## config.mk

```make
export PLATFORM = sky130hd
export DESIGN_NAME = sys_ctrl
export DESIGN_NICKNAME = d
export VERILOG_FILES = /design/src/rtl/sys_ctrl.sv
export SDC_FILE = /design/constraint.sdc
export NUM_CORES = 1
export LEC_CHECK = 0
export CELL_PAD_IN_SITES_DETAIL_PLACEMENT = 0
export CELL_PAD_IN_SITES_GLOBAL_PLACEMENT = 1
export CORE_UTILIZATION = 37
export CTS_CLUSTER_DIAMETER = 120
export DETAILED_ROUTE_END_ITERATION = 8
export HOLD_SLACK_MARGIN = 0.06
export PLACE_DENSITY_LB_ADDON = 0.12
export SYNTH_ARGS = -nofsm -noshare
export SYNTH_HDL_FRONTEND = slang
export SYNTH_SLANG_ARGS = --single-unit
```

## constraint.sdc

```tcl
create_clock -name CLK -period 2.4 [get_ports CLK]
set_input_delay 0.24 -clock CLK [delete_from_list [all_inputs] [get_ports CLK]]
set_output_delay 0.24 -clock CLK [all_outputs]
set_load 0.02 [all_outputs]
```

## src/rtl/sys_ctrl.sv

```systemverilog
// Command sequencer: parses UART byte frames into register-file writes/reads and
// ALU operations, and streams the response bytes into the TX FIFO.
module sys_ctrl #(
    parameter int DATA_WIDTH = 8,
    parameter int ADDR_WIDTH = 4,
    parameter int FUN_WIDTH  = 4
) (
    input  logic                      CLK,
    input  logic                      RST,
    input  logic [DATA_WIDTH-1:0]     RX_P_DATA,
    input  logic                      RX_D_VLD,
    input  logic                      RX_ERR,
    output logic                      RF_WrEn,
    output logic                      RF_RdEn,
    output logic [ADDR_WIDTH-1:0]     RF_Address,
    output logic [DATA_WIDTH-1:0]     RF_WrData,
    input  logic [DATA_WIDTH-1:0]     RF_RdData,
    input  logic                      RF_RdData_VLD,
    output logic                      ALU_EN,
    output logic [FUN_WIDTH-1:0]      ALU_FUN,
    input  logic [2*DATA_WIDTH-1:0]   ALU_OUT,
    input  logic                      ALU_OUT_VLD,
    output logic [DATA_WIDTH-1:0]     TX_P_DATA,
    output logic                      TX_D_VLD,
    input  logic                      FIFO_FULL,
    output logic                      Busy
);

    localparam logic [3:0] IDLE     = 4'd0;
    localparam logic [3:0] WR_ADDR  = 4'd1;
    localparam logic [3:0] WR_DATA  = 4'd2;
    localparam logic [3:0] RD_ADDR  = 4'd3;
    localparam logic [3:0] RD_WAIT  = 4'd4;
    localparam logic [3:0] OPA      = 4'd5;
    localparam logic [3:0] OPB      = 4'd6;
    localparam logic [3:0] FUN      = 4'd7;
    localparam logic [3:0] ALU_WAIT = 4'd8;
    localparam logic [3:0] TX_LO    = 4'd9;
    localparam logic [3:0] TX_HI    = 4'd10;

    localparam logic [DATA_WIDTH-1:0] CMD_WR      = DATA_WIDTH'(8'hAA);
    localparam logic [DATA_WIDTH-1:0] CMD_RD      = DATA_WIDTH'(8'hBB);
    localparam logic [DATA_WIDTH-1:0] CMD_ALU_OP  = DATA_WIDTH'(8'hCC);
    localparam logic [DATA_WIDTH-1:0] CMD_ALU_NOP = DATA_WIDTH'(8'hDD);

    // Operands of a CC frame land in these two register-file locations.
    localparam logic [ADDR_WIDTH-1:0] ADDR_OP_A = ADDR_WIDTH'(1'b0);
    localparam logic [ADDR_WIDTH-1:0] ADDR_OP_B = ADDR_WIDTH'(1'b1);

    logic [3:0]              state_r, state_s;
    logic [ADDR_WIDTH-1:0]   addr_hold_r, addr_hold_s;
    logic [2*DATA_WIDTH-1:0] res_r, res_s;
    logic                    single_r, single_s;

    logic                    rx_ok_s, rx_bad_s;
    logic                    wr_en_s, rd_en_s, alu_en_s, tx_vld_s, busy_s;
    logic [ADDR_WIDTH-1:0]   addr_s;
    logic [DATA_WIDTH-1:0]   wr_data_s, tx_data_s;
    logic [FUN_WIDTH-1:0]    fun_s;

    assign rx_ok_s  = RX_D_VLD & ~RX_ERR;
    assign rx_bad_s = RX_D_VLD & RX_ERR;

    // Next-state and next-output decode; strobes default low, data outputs hold.
    always_comb begin
        state_s     = state_r;
        addr_hold_s = addr_hold_r;
        res_s       = res_r;
        single_s    = single_r;
        wr_en_s     = 1'b0;
        rd_en_s     = 1'b0;
        alu_en_s    = 1'b0;
        tx_vld_s    = 1'b0;
        addr_s      = RF_Address;
        wr_data_s   = RF_WrData;
        fun_s       = ALU_FUN;
        tx_data_s   = TX_P_DATA;

        case (state_r)
            IDLE: begin
                if (rx_ok_s) begin
                    case (RX_P_DATA)
                        CMD_WR:      state_s = WR_ADDR;
                        CMD_RD:      state_s = RD_ADDR;
                        CMD_ALU_OP:  state_s = OPA;
                        CMD_ALU_NOP: state_s = FUN;
                        default:     state_s = IDLE;
                    endcase
                end else begin
                    state_s = IDLE;
                end
            end
            WR_ADDR: begin
                if (rx_bad_s) begin
                    state_s = IDLE;
                end else if (rx_ok_s) begin
                    addr_hold_s = RX_P_DATA[ADDR_WIDTH-1:0];
                    state_s     = WR_DATA;
                end else begin
                    state_s = WR_ADDR;
                end
            end
            WR_DATA: begin
                if (rx_bad_s) begin
                    state_s = IDLE;
                end else if (rx_ok_s) begin
                    wr_en_s   = 1'b1;
                    addr_s    = addr_hold_r;
                    wr_data_s = RX_P_DATA;
                    state_s   = IDLE;
                end else begin
                    state_s = WR_DATA;
                end
            end
            RD_ADDR: begin
                if (rx_bad_s) begin
                    state_s = IDLE;
                end else if (rx_ok_s) begin
                    rd_en_s = 1'b1;
                    addr_s  = RX_P_DATA[ADDR_WIDTH-1:0];
                    state_s = RD_WAIT;
                end else begin
                    state_s = RD_ADDR;
                end
            end
            RD_WAIT: begin
                // A read answers with one byte only, so TX_HI is skipped.
                if (RF_RdData_VLD) begin
                    res_s    = {{DATA_WIDTH{1'b0}}, RF_RdData};
                    single_s = 1'b1;
                    state_s  = TX_LO;
                end else begin
                    state_s = RD_WAIT;
                end
            end
            OPA: begin
                if (rx_bad_s) begin
                    state_s = IDLE;
                end else if (rx_ok_s) begin
                    wr_en_s   = 1'b1;
                    addr_s    = ADDR_OP_A;
                    wr_data_s = RX_P_DATA;
                    state_s   = OPB;
                end else begin
                    state_s = OPA;
                end
            end
            OPB: begin
                if (rx_bad_s) begin
                    state_s = IDLE;
                end else if (rx_ok_s) begin
                    wr_en_s   = 1'b1;
                    addr_s    = ADDR_OP_B;
                    wr_data_s = RX_P_DATA;
                    state_s   = FUN;
                end else begin
                    state_s = OPB;
                end
            end
            FUN: begin
                if (rx_bad_s) begin
                    state_s = IDLE;
                end else if (rx_ok_s) begin
                    alu_en_s = 1'b1;
                    fun_s    = RX_P_DATA[FUN_WIDTH-1:0];
                    state_s  = ALU_WAIT;
                end else begin
                    state_s = FUN;
                end
            end
            ALU_WAIT: begin
                if (ALU_OUT_VLD) begin
                    res_s    = ALU_OUT;
                    single_s = 1'b0;
                    state_s  = TX_LO;
                end else begin
                    state_s = ALU_WAIT;
                end
            end
            TX_LO: begin
                if (!FIFO_FULL) begin
                    tx_vld_s  = 1'b1;
                    tx_data_s = res_r[DATA_WIDTH-1:0];
                    state_s   = single_r ? IDLE : TX_HI;
                end else begin
                    state_s = TX_LO;
                end
            end
            TX_HI: begin
                if (!FIFO_FULL) begin
                    tx_vld_s  = 1'b1;
                    tx_data_s = res_r[2*DATA_WIDTH-1:DATA_WIDTH];
                    state_s   = IDLE;
                end else begin
                    state_s = TX_HI;
                end
            end
            default: begin
                state_s = IDLE;
            end
        endcase

        busy_s = (state_s != IDLE);
    end

    // Sequencer state and registered outputs.
    always_ff @(posedge CLK or posedge RST) begin
        if (RST) begin
            state_r     <= IDLE;
            addr_hold_r <= {ADDR_WIDTH{1'b0}};
            res_r       <= {(2*DATA_WIDTH){1'b0}};
            single_r    <= 1'b0;
            RF_WrEn     <= 1'b0;
            RF_RdEn     <= 1'b0;
            RF_Address  <= {ADDR_WIDTH{1'b0}};
            RF_WrData   <= {DATA_WIDTH{1'b0}};
            ALU_EN      <= 1'b0;
            ALU_FUN     <= {FUN_WIDTH{1'b0}};
            TX_P_DATA   <= {DATA_WIDTH{1'b0}};
            TX_D_VLD    <= 1'b0;
            Busy        <= 1'b0;
        end else begin
            state_r     <= state_s;
            addr_hold_r <= addr_hold_s;
            res_r       <= res_s;
            single_r    <= single_s;
            RF_WrEn     <= wr_en_s;
            RF_RdEn     <= rd_en_s;
            RF_Address  <= addr_s;
            RF_WrData   <= wr_data_s;
            ALU_EN      <= alu_en_s;
            ALU_FUN     <= fun_s;
            TX_P_DATA   <= tx_data_s;
            TX_D_VLD    <= tx_vld_s;
            Busy        <= busy_s;
        end
    end

endmodule

```

==> reports/qor.csv <==
metric;value;unit
status;finished, final reports clean;
Stages on worst setup path;5;
Slew HR;65.0;%
Net Count, Synth;262;
Reg-to-Reg End;Busy;
MaxCap Viol Count;0;
Post-synth EDFFs;0;
Post-synth top flop;dfrtp_1;
Synth Warn #;0;
CORE AREA;0.00639;mm^2
final core utilization;53.1;%
Root Buffer;clkbuf_8;
# port buffers;67;
slowest CP cell;dfrtp_1;
row count;29;
reg2reg start;state_r[2];
Worst setup EP type;flip-flop;
total grt overflow;0;
P per Cell Area;878;mW/mm^2
routed vias/inst;5.21;
Mapped Avg Cell Area;11.1;um^2
commonest non-fill, non-tap cell in the layout;clkdlybuf4s50_1;
largest area contributor in the netlist;dfrtp_1;
vias in the first global route;1925;
Detailed Route WL;5610;um
Yosys cell types;39;
Async SR Flop Fraction;100;%
CTS buffer count;5;
HP Class;in -> async;
Clock Skew;5.41;ps
all-layer global routing usage;17.7;%
Die H;83.7;um
crit share post-route;87.8;%
Diodes inserted;0;
RSZ-0062 raised after global routing;no;
TNS Setup;0;ps
average wire per standard cell;15.0;um
TritonCTS clock tree;done;
Critical Path Fanout Max;14;
Setup Crit Path Kind;reg -> reg;
Initial DRT Pass Iterations;4;
Setup crit end;Busy;
CTS max path bufs;2;
CP top delay family;simple AND/OR/NAND/NOR gates;
die width;83.7;um
Initial Util;38.7;%
filler cell count;578;
Final GP Congestion;0.843;
H-tree lvl count;2;
residual DRC count;0;
clock period minus worst slack;2110;ps
via count;1950;
sequential share of the synthesized area;54.7;%
Die Footprint;0.00701;mm^2
R2R setup slack;290;ps
Seq cells post-synth;54;
final antenna-violating net count;0;
Worst setup SP type;flip-flop;
IO Pins;68;
DRT iter0 DRCs;65;
initial antenna violation count;0;
first-pass GRT wire length;9770;um
CTS Hold Buffers Added;0;
nets@finish;335;
CP required;2580;ps
final hold vios;0;
Least-Margin Pin Slew;525;ps
CTS Sinks;54;
Critical Path AT;2290;ps
Critical Path Source;state_r[2];
clk_lat worst skew;310;ps
pin count of the biggest net entering global routing;32;
Buf+Inv Stages, Crit Path;0;
Post-DP HPWL;4170;um
maximum VDD drop;0.444;mV
cell area after synthesis;0.00247;mm^2
critical path, cell by cell;and3b_1 -> o21ai_4 -> o221ai_1 -> or3_1 -> or4_1;
max-slew violations;0;
commonest cells after routing, fill and taps aside;67 x clkdlybuf4s50_1, 54 x dfrtp_1, 28 x nand2_1;
worst-case reg-to-reg path depth;5;
leakage power;0.00145;uW
crit-path max cell delay;640;ps
Final Setup Violations;0;
top post-synthesis cells by area;dfrtp_1 55%, mux2i_1 6.5%, mux2_1 5.0%, nand2_1 4.3%, o21ai_1 3.4%;
share of the synthesized area in the top cell type;54.7;%
Max Freq;0.474;GHz
post_cts resized;0;
clk slew on worst S/H paths;90;ps
synthesized instance count;223;
layout cell share with drive strength beyond 1;10.4;%
Layout area overhead;37.3;%
post-CTS setup buffers;0;
## how the worst min path moves through the flow
stage              endpoint         start  slack [ps]
2_1_floorplan    ALU_FUN[0]  RX_P_DATA[0]         370
4_1_cts          state_r[3]           RST         300
6_report           res_r[0]           RST         280
3_3_place_gp   TX_P_DATA[0]  TX_P_DATA[0]         470
3_5_place_dp   RF_WrData[7]  RF_WrData[7]         470
5_1_grt            res_r[0]           RST         320
## where the power goes
group	switching [uW]	internal [uW]	total [uW]
Combinational	499	530	1030
Sequential	181	1160	1340
Clock	295	313	608
Total	975	2000	2980
## per-stage QoR
| step | cells | total power, uW | hold slack (ps) | setup slack (ps) | area, um^2 |
|---|---|---|---|---|---|
| final | 374 | 2980 | 281 | 292 | 3390 |
| after global placement | 366 | 2380 | 467 | 99.1 | 3290 |
| after CTS | 374 | 3000 | 304 | 298 | 3390 |
| after floorplan | 223 | 1940 | 372 | 556 | 2470 |
| after detailed placement | 366 | 2390 | 474 | 55.9 | 3290 |
| after global routing | 374 | 3170 | 323 | 205 | 3390 |
## state kept, by name (all words and copies together), names as in the netlist
register and flops:
addr_hold_r 4, TX_D_VLD 1, state_r 4, single_r 1, RF_RdEn 1, res_r 16
RF_Address 4, ALU_EN 1, TX_P_DATA 8, ALU_FUN 4, RF_WrEn 1, Busy 1
RF_WrData 8
## synth_stat cells (4+ instances only)
library cell,n
dfrtp_1,54
nand2_1,28
o21ai_1,17
mux2i_1,16
mux2_1,11
nor2_1,9
a22o_1,8
clkbuf_1,7
mux2_2,7
nor3_1,7
buf_2,5
nand2b_1,5
o21ai_0,5
a31oi_1,4
## kinds of logic (layout without fill, tap and decap cells)
logic type	Yosys count	count (layout)	share of synthesized area, %
flops	54	54	54.7
simple gates	69	69	14.4
buf+inv	16	90	2.68
compound gates	48	48	12.9
mux	34	34	14.7
xor+xnor	2	2	0.709
## metal layers
metal / global-route usage [%] / share of wire, % / vias to the layer above
met2: 25.1 / 42 / 65
met5: 0 / 0 / -
met3: 4.55 / 6.4 / 7
met4: 4.62 / 1.2 / 0
met1: 26.8 / 50 / 925
li1: - / - / 953
## layout make-up
type / instances / area (um^2) / area share [%]
clock inverter: 1 / 30.0 / 0.885
inverter: 4 / 15.0 / 0.442
timing repair buffer: 78 / 766 / 22.6
multi-input combinational: 153 / 1060 / 31.2
sequential: 54 / 1350 / 39.8
tap: 77 / 96.3 / 2.84
clock buffer: 7 / 76.3 / 2.25
No activity file was read; power rests on OpenSTA's default activity.
